### src/rtl/mdu_div_seq.sv
// Multi-cycle RV64M divide/remainder sequencer: radix-2 restoring divider, one quotient bit
// per cycle, with divide-by-zero and signed-overflow results resolved at accept.
module mdu_div_seq #(
    parameter int unsigned XLEN = 64
) (
    input  logic            clk,
    input  logic            rstn,
    input  logic            flush,
    input  logic            req_valid,
    output logic            req_ready,
    input  logic [2:0]      req_funct3,
    input  logic            req_word,
    input  logic [XLEN-1:0] req_rs1,
    input  logic [XLEN-1:0] req_rs2,
    output logic            stall,
    output logic            resp_valid,
    output logic [XLEN-1:0] resp_result
);

    typedef enum logic [1:0] {
        StIdle,
        StCalc,
        StDone
    } state_e;

    state_e          state_q;
    logic [XLEN-1:0] quo_q;
    logic [XLEN-1:0] rem_q;
    logic [XLEN-1:0] dvs_q;
    logic [XLEN-1:0] result_q;
    logic [6:0]      cnt_q;
    logic            word_q;
    logic            sel_rem_q;
    logic            neg_quo_q;
    logic            neg_rem_q;
    logic            valid_q;

    // Every request on this port is a divide op, so funct3[2] carries no information.
    logic unused_funct3;
    assign unused_funct3 = req_funct3[2];

    function automatic logic [XLEN-1:0] sext32(input logic [31:0] v);
        return {{(XLEN-32){v[31]}}, v};
    endfunction

    // ---------------------------------------------------------------- operand prep at accept
    logic            op_signed;
    logic [XLEN-1:0] a_eff;
    logic [XLEN-1:0] b_eff;
    logic [XLEN-1:0] a_mag;
    logic [XLEN-1:0] b_mag;
    logic [XLEN-1:0] min_eff;
    logic            div_zero;
    logic            overflow;
    logic            special;
    logic [XLEN-1:0] spec_quo;
    logic [XLEN-1:0] spec_rem;
    logic [XLEN-1:0] spec_sel;
    logic [XLEN-1:0] spec_result;
    logic            accept;

    always_comb begin
        op_signed = ~req_funct3[0];
        if (req_word) begin
            a_eff   = op_signed ? sext32(req_rs1[31:0]) : {{(XLEN-32){1'b0}}, req_rs1[31:0]};
            b_eff   = op_signed ? sext32(req_rs2[31:0]) : {{(XLEN-32){1'b0}}, req_rs2[31:0]};
            min_eff = {{(XLEN-31){1'b1}}, 31'b0};
        end else begin
            a_eff   = req_rs1;
            b_eff   = req_rs2;
            min_eff = {1'b1, {(XLEN-1){1'b0}}};
        end
        a_mag    = (op_signed && a_eff[XLEN-1]) ? -a_eff : a_eff;
        b_mag    = (op_signed && b_eff[XLEN-1]) ? -b_eff : b_eff;
        div_zero = (b_eff == '0);
        overflow = op_signed && (a_eff == min_eff) && (b_eff == '1);
        special  = div_zero || overflow;
        spec_quo = div_zero ? '1 : a_eff;
        spec_rem = div_zero ? a_eff : '0;
        spec_sel = req_funct3[1] ? spec_rem : spec_quo;
        spec_result = req_word ? sext32(spec_sel[31:0]) : spec_sel;
    end

    assign req_ready = (state_q == StIdle) && !flush;
    assign accept    = req_valid && req_ready;

    // ---------------------------------------------------------------- one restoring step
    logic [XLEN:0]   shifted;
    logic            trial_ge;
    logic [XLEN-1:0] rem_nx;
    logic [XLEN-1:0] quo_nx;
    logic [XLEN-1:0] quo_fin;
    logic [XLEN-1:0] rem_fin;
    logic [XLEN-1:0] sel_fin;
    logic [XLEN-1:0] calc_result;

    always_comb begin
        shifted  = {rem_q, quo_q[XLEN-1]};
        trial_ge = (shifted >= {1'b0, dvs_q});
        // When the trial succeeds the true difference is below the divisor, so it fits XLEN bits.
        rem_nx   = trial_ge ? (shifted[XLEN-1:0] - dvs_q) : shifted[XLEN-1:0];
        quo_nx   = {quo_q[XLEN-2:0], trial_ge};
        quo_fin  = neg_quo_q ? -quo_nx : quo_nx;
        rem_fin  = neg_rem_q ? -rem_nx : rem_nx;
        sel_fin  = sel_rem_q ? rem_fin : quo_fin;
        calc_result = word_q ? sext32(sel_fin[31:0]) : sel_fin;
    end

    // ---------------------------------------------------------------- sequencer
    always_ff @(posedge clk) begin
        if (!rstn) begin
            state_q   <= StIdle;
            quo_q     <= '0;
            rem_q     <= '0;
            dvs_q     <= '0;
            result_q  <= '0;
            cnt_q     <= '0;
            word_q    <= 1'b0;
            sel_rem_q <= 1'b0;
            neg_quo_q <= 1'b0;
            neg_rem_q <= 1'b0;
            valid_q   <= 1'b0;
        end else if (flush) begin
            state_q <= StIdle;
            valid_q <= 1'b0;
        end else begin
            unique case (state_q)
                StIdle: begin
                    valid_q <= 1'b0;
                    if (accept) begin
                        word_q    <= req_word;
                        sel_rem_q <= req_funct3[1];
                        neg_quo_q <= op_signed && (a_eff[XLEN-1] ^ b_eff[XLEN-1]);
                        neg_rem_q <= op_signed && a_eff[XLEN-1];
                        if (special) begin
                            result_q <= spec_result;
                            valid_q  <= 1'b1;
                            state_q  <= StDone;
                        end else begin
                            // Word dividends are pre-aligned so their MSB enters first.
                            quo_q   <= req_word ? {a_mag[31:0], 32'b0} : a_mag;
                            rem_q   <= '0;
                            dvs_q   <= b_mag;
                            cnt_q   <= req_word ? 7'd32 : 7'd64;
                            state_q <= StCalc;
                        end
                    end
                end
                StCalc: begin
                    quo_q <= quo_nx;
                    rem_q <= rem_nx;
                    cnt_q <= cnt_q - 7'd1;
                    if (cnt_q == 7'd1) begin
                        result_q <= calc_result;
                        valid_q  <= 1'b1;
                        state_q  <= StDone;
                    end
                end
                StDone: begin
                    valid_q <= 1'b0;
                    state_q <= StIdle;
                end
                default: begin
                    valid_q <= 1'b0;
                    state_q <= StIdle;
                end
            endcase
        end
    end

    assign stall       = (state_q == StCalc) || ((state_q == StIdle) && req_valid && !flush);
    assign resp_valid  = valid_q;
    assign resp_result = result_q;

endmodule

### config.mk
export PLATFORM = sky130hd
export DESIGN_NAME = mdu_div_seq
export DESIGN_NICKNAME = d
export VERILOG_FILES = /design/src/rtl/mdu_div_seq.sv
export SDC_FILE = /design/constraint.sdc
export NUM_CORES = 1
export LEC_CHECK = 0
export BUFFER_PORTS_ARGS = -buffer_cell sky130_fd_sc_hd__buf_2
export CORE_UTILIZATION = 55
export CTS_CLUSTER_SIZE = 12
export DETAILED_ROUTE_END_ITERATION = 8
export PLACE_DENSITY_LB_ADDON = 0.3
export RECOVER_POWER = 100
export SYNTH_ARGS = -nofsm -noshare
export SYNTH_HDL_FRONTEND = slang
export SYNTH_SLANG_ARGS = --single-unit
### constraint.sdc
create_clock -name clk -period 9.15 [get_ports clk]
set_input_delay 1.3725 -clock clk [delete_from_list [all_inputs] [get_ports clk]]
set_output_delay 1.3725 -clock clk [all_outputs]
set_load 0.01 [all_outputs]
# [Word-level counts from Yosys, hierarchy flattened]
# Index checks and enable logic that the tools add are counted.
[word_totals] output_inout_bits=67 mem_bits_rw=0 n_memories=0 word_cells=91 rom_bits=0 latchBits=0 input_bits=136 ff_bits=270
[classes] n_mux=39 n_div=0 magnitude_cmp=1 eq_ne=8 shift=0 reduce_logical=21 bitwise=5 addsub=6 n_mul=0
[op_table] op="two-way mux 64 bit" count=23
[op_table] op="case mux 64 bit (2 select lines)" count=3
[op_table] op="negation 64 bit" count=4
[op_table] op=">= comparator 65 x 64 -> 1 bit" count=1
[op_table] op="equality test 64 bit" count=1
[op_table] op="equality test 64 bit, second input constant" count=1
[op_table] op="zero test 64 bit" count=1
[op_table] op="subtractor 64 bit" count=1
[op_table] op="two-way mux 63 bit" count=1
[op_table] op="two-way mux 7 bit" count=3
[op_table] op="case mux 7 bit (2 select lines)" count=1
[op_table] op="logical AND 1 bit" count=9
[op_table] op="inequality test 2 bit, second input constant" count=4
[op_table] op="AND reduction 4 bit" count=2
[op_table] op="equality test 7 x 1 -> 1 bit, second input constant" count=1
[op_table] op="subtractor 7 x 1 -> 7 bit, second input constant" count=1
[op_table] op="two-way mux 2 bit" count=3
[op_table] op="AND reduction 5 bit" count=1
[op_table] op="NOT 1 bit" count=4
[op_table] op="case mux 2 bit (2 select lines)" count=1
[op_table] op="two-way mux 1 bit" count=3
[op_table] op="AND reduction 3 bit" count=1
[op_table] op="equality test 2 x 1 -> 1 bit, second input constant" count=1
[op_table] op="zero test 2 bit" count=1
[op_table] op="other kinds (7)" count=8

# [Depth between registers and ports, before layout]
[logic_depth] depth_word=9 depth_mapped=29 depth_no_buf=21

# [Least setup slack after synthesis]
# No wires, ideal clock.
[synth_timing] path_kind="flip-flop to flip-flop" from="register rem_q[3]" to="register result_q[62], in the netlist resp_result[62]" period_less_slack_ns=6.306 n_path_buf=6 t_required_ns=9.089 setup_ns=0.061 arrival_ns=6.245 setup_slack_ns=2.844 path_stages_with_launch=27 path_cell_list="dfxtp_1 > ha_1 > a21o_1 > a31oi_1 > a211oi_2 > o211a_1 > nor3_1 > o21ai_2 > inv_1 > buf_2 > buf_2 > clkbuf_1 > buf_2 > buf_1 > ha_1 > nand4b_1 > or3_1 > or2_2 > clkbuf_1 > or3_1 > nand2b_1 > o21ai_0 > xnor2_1 > nor2_1 > a221o_1 > o31ai_1 > a32o_1"
[synth_between] elab_chain_cells=8 elab_cells_between_ends=11 cone_classes="3 x add/sub; 1 x order compare; 7 x mux"
[synth_lines] element="start: declaration" line="28" text="logic [XLEN-1:0] rem_q;"
[synth_lines] element="start signal: assignment" line="151" text="rem_q <= rem_nx;"
[synth_lines] element="subtractor 64 bit or >= comparator 65 x 64 -> 1 bit (tied branches)" line="101, 99"
[synth_lines] element="two-way mux 64 bit" line="101" text="rem_nx = trial_ge ? (shifted[XLEN-1:0] - dvs_q) : shifted[XLEN-1:0];"
[synth_lines] element="negation 64 bit" line="104" text="rem_fin = neg_rem_q ? -rem_nx : rem_nx;"
[synth_lines] element="two-way mux 64 bit" line="104"
[synth_lines] element="two-way mux 64 bit *" line="105" text="sel_fin = sel_rem_q ? rem_fin : quo_fin;"
[synth_lines] element="two-way mux 64 bit *" line="106" text="calc_result = word_q ? sext32(sel_fin[31:0]) : sel_fin;"
[synth_lines] element="two-way mux 64 bit *" line="153" text="if (cnt_q == 7'd1) begin"
[synth_lines] element="case mux 64 bit (2 select lines) *" line="127" text="unique case (state_q)"
[synth_lines] element="end signal: assignment" line="136" text="result_q <= spec_result;"
[synth_lines] element="end signal: assignment" line="154" text="result_q <= calc_result;"
[synth_lines] element="end: declaration" line="30" text="logic [XLEN-1:0] result_q;"
# Every way passes the cells marked *; elsewhere a longest branch is shown, timed or not. The select of a mux whose other input is x is not followed.
# A chain may end at the register's enable or synchronous reset.

# [Worst setup path after layout]
[layout_timing] from="input port req_rs2[19]" to="register result_q[63], in the netlist resp_result[63]"
[layout_between] elab_chain_cells=9 elab_cells_between_ends=15 cone_classes="2 x eq/ne; 9 x mux; 4 x reduce/logical"
[layout_lines] element="start: declaration" line="14" text="input logic [XLEN-1:0] req_rs2,"
[layout_lines] element="two-way mux 64 bit" line="66" text="b_eff = op_signed ? sext32(req_rs2[31:0]) : {{(XLEN-32){1'b0}}, req_rs2[31:0]};"
[layout_lines] element="two-way mux 64 bit *" line="64" text="if (req_word) begin"
[layout_lines] element="zero test 64 bit" line="75" text="div_zero = (b_eff == '0);"
[layout_lines] element="two-way mux 64 bit (on tied branches)" line="78, 79"
[layout_lines] element="two-way mux 64 bit" line="80" text="spec_sel = req_funct3[1] ? spec_rem : spec_quo;"
[layout_lines] element="two-way mux 64 bit" line="81" text="spec_result = req_word ? sext32(spec_sel[31:0]) : spec_sel;"
[layout_lines] element="two-way mux 64 bit" line="135" text="if (special) begin"
[layout_lines] element="two-way mux 64 bit" line="130" text="if (accept) begin"
[layout_lines] element="case mux 64 bit (2 select lines)" line="127"
# Marks and branches as above.

==> reports/metrics.cfg <==
[status]
status=finished, violations left
violations=capacitance limit, slew limit

[logic_synthesis]
synth_ff_type=dfxtp_1
ys_types=90
ys_warn_count=0
syn-mean-instance-area_um2=6.840
synth_nets=3960
ys_ff_latch=270
async_flop_share_pct=0
synth.cell_area_um2=25660
syn_inst=3752
synth_edf_count=0
ys_seq_area_share_pct=21.06

[cells_and_area]
multi_input_area_um2=18670
layout-drive-gt1-share_pct=7.933
finish.utilization_pct=60.52
postLayoutCellArea_um2=27640
syn2layout_area_growth_pct=7.718
register_area_um2=5408
final_net_count=3953
nFillCells=4435

[floorplanning]
fp.dieW_um=218.0
die_area_um2=47530
fp.dieH_um=218.0
std_cell_rows=78
coreArea_um2=45670
start_util_pct=56.19
io_pins=203

[setup_path]
path_cells=clkbuf_1 -> or4_1 -> or4_1 -> or3_1 -> nor3_1 -> nand2_1 -> nor3_4 -> clkbuf_1 -> a21oi_1 -> nand2b_1 -> a21oi_1 -> clkbuf_2 -> o21ai_0 -> nor2_1 -> a22oi_1 -> nand2_1
worstPathArrival_ns=8.35
required_ns=9.65
path_class=input pin to flip-flop
path_max_fanout=61
cpMaxStageDelayCell=clkbuf_1
rr_worst_depth=21
rrSetupSlack_ns=1.90
critPathCaptureType=flip-flop
critPathMaxStageDelay_ns=1.58
reg2reg_from=rem_q[0]
start_kind=input pin
timing.rr.end=resp_result[62]

[power_and_ir_drop]
p_per_area_nw_per_um2=133.8
power.leakage_nw=10.40
peakVddDrop_v=0.0001354

[detailed_routing]
dr.first_iter.drc_count=4523
totalWireLength_mm=99.79
drc=0
vias=30000
antenna_left=0
wire_per_inst_um=22.83
first_pass_iters=7
viasPerCell=6.864

[sta]
rsz0062_at_grt=false
hold_violations=0
whs_ns=0.4382
period_minus_slack_ns=7.844
fmax_mhz=127.5
slew_headroom_pct=-47.06
tightest_slew_ns=2.206
setup-violations-final=0
fin_crit_sh_pct=85.73
slew_viol_final=45
clock_skew_ns=0.02641
tns_ns=0

[clock_network]
cts_buffers=34
post_cts.repair.setup_buffers=0
insertion_delay_ns=0.57
path_clk_slew_ns=0.06
hold_buffers=0
clkSinkCount=270
h-tree-depth=2
cts_tree=done
cts_buffer_depth=3
cts-resized-gates=0
cts_root_buf=clkbuf_16

[grt]
antenna_found_initial=3
grt_max_degree=106
grt_pass1_wl_mm=150.3
globalRoute.totalOverflow=0
grt.total_usage_pct=40.38
grt_pass1_vias=25320

[hold_path]
hold_end=resp_result[34]
hold_path_class=flip-flop to flip-flop
worstHoldStart=resp_result[34]
hold_path_depth=2

[placement]
io_buffers=201
gp_congestion=1.084
place_area_um2=26640
place_hpwl_mm=74.44

[run]
cap_viol_max_count=1

[registers in the layout, summed over array words and instances (netlist names)]
name / flops
word_q: 1
sel_rem_q: 1
resp_valid: 1
dvs_q: 64
state_q: 2
quo_q: 64
cnt_q: 7
neg_rem_q: 1
rem_q: 64
resp_result: 64
neg_quo_q: 1
[worst max path at each step]
stage	startpoint	endpoint	slack, ns	cells past startpoint
after global placement	rem_q[0]	resp_result[62]	2.30	21
final	req_rs2[19]	resp_result[63]	1.31	16
after CTS	rem_q[0]	resp_result[62]	2.16	21
after detailed placement	rem_q[0]	resp_result[62]	2.17	21
after global routing	req_rs2[19]	resp_result[63]	0.89	16
after floorplan	rem_q[3]	resp_result[62]	2.84	26
[layer usage]
metal,vias up,part of all wire [%],global-route usage [%]
li1,13750,-,-
met1,13870,39,54.88
met4,2,5.3,18.88
met5,-,0.0080,0
met3,330,14,10.50
met2,2042,42,59.09
[Yosys cell counts (all sizes together), types with 49 or more instances]
master | n | area share (%)
a211oi | 127 | 3.8
a21oi | 306 | 6.0
a31oi | 84 | 2.0
buf | 62 | 1.2
clkbuf | 225 | 3.3
dfxtp | 270 | 21
ha | 71 | 3.5
inv | 115 | 1.7
nand2 | 357 | 5.2
nand3 | 57 | 1.1
nand4 | 73 | 1.8
nor2 | 557 | 8.1
nor3 | 150 | 3.0
nor4 | 49 | 1.2
o211ai | 99 | 2.9
o21ai | 226 | 4.5
o31ai | 52 | 1.5
or3 | 58 | 1.4
xnor2 | 123 | 4.2
xor2 | 128 | 4.4
[stage by stage]
stage / total power [W] / setup WS (ns) / cells
4_1_cts: 0.003652 / 2.159 / 4369
3_5_place_dp: 0.002273 / 2.165 / 4309
3_3_place_gp: 0.002262 / 2.300 / 4309
2_1_floorplan: 0.001967 / 2.844 / 3752
6_report: 0.003698 / 1.306 / 4370
5_1_grt: 0.003820 / 0.8853 / 4369
[power breakdown]
part           switching [W]  internal [W]  total [W]
combinational       0.000705      0.000330    0.00104
clock               0.000588      0.000812    0.00140
sequential         0.0000424       0.00122    0.00126
[cells by family after synthesis]
family	Yosys count	synth area share, %
AND/OR/NAND/NOR	1475	26.68
AO/OA/AOI/OAI	1200	30.75
buffers and inverters	405	6.275
flip-flops	270	21.06
XOR/XNOR	251	8.567
adder cells (fa/ha/maj)	94	4.398
multiplexers	57	2.272
[cell type report]
| class | count | area share, % |
|---|---|---|
| timing repair buffer | 244 | 4.467 |
| multi-input combinational | 3077 | 67.55 |
| inverter | 118 | 1.620 |
| antenna | 1 | 0.009053 |
| clock inverter | 14 | 0.5386 |
| tap | 600 | 2.716 |
| sequential | 270 | 19.56 |
| clock buffer | 46 | 3.535 |
[worst max-delay path: cells and delay by family]
| kind | cells | cell delay [ns] |
|---|---|---|
| buf+inv | 3 | 2.66 |
| compound gates | 4 | 1.13 |
| simple gates | 9 | 3.13 |
[cell usage in the layout (no fill, tap or decap), types with 25 or more instances in the layout]
master,count
nand3_1,57
nor4_1,48
clkbuf_16,35
inv_1,111
xor2_1,128
o21ai_0,217
and3_1,27
or2_2,25
a311oi_1,28
a211oi_1,125
or3_1,55
clkbuf_1,76
nand2_1,357
ha_1,71
a31oi_1,84
o211ai_1,99
o31ai_1,52
mux2i_1,47
nor3_1,148
a21oi_1,305
nand4_1,73
nor2_1,554
dfxtp_1,268
a21o_1,30
xnor2_1,123
buf_2,131
buf_4,41
Power figures use the tool's default switching activity.
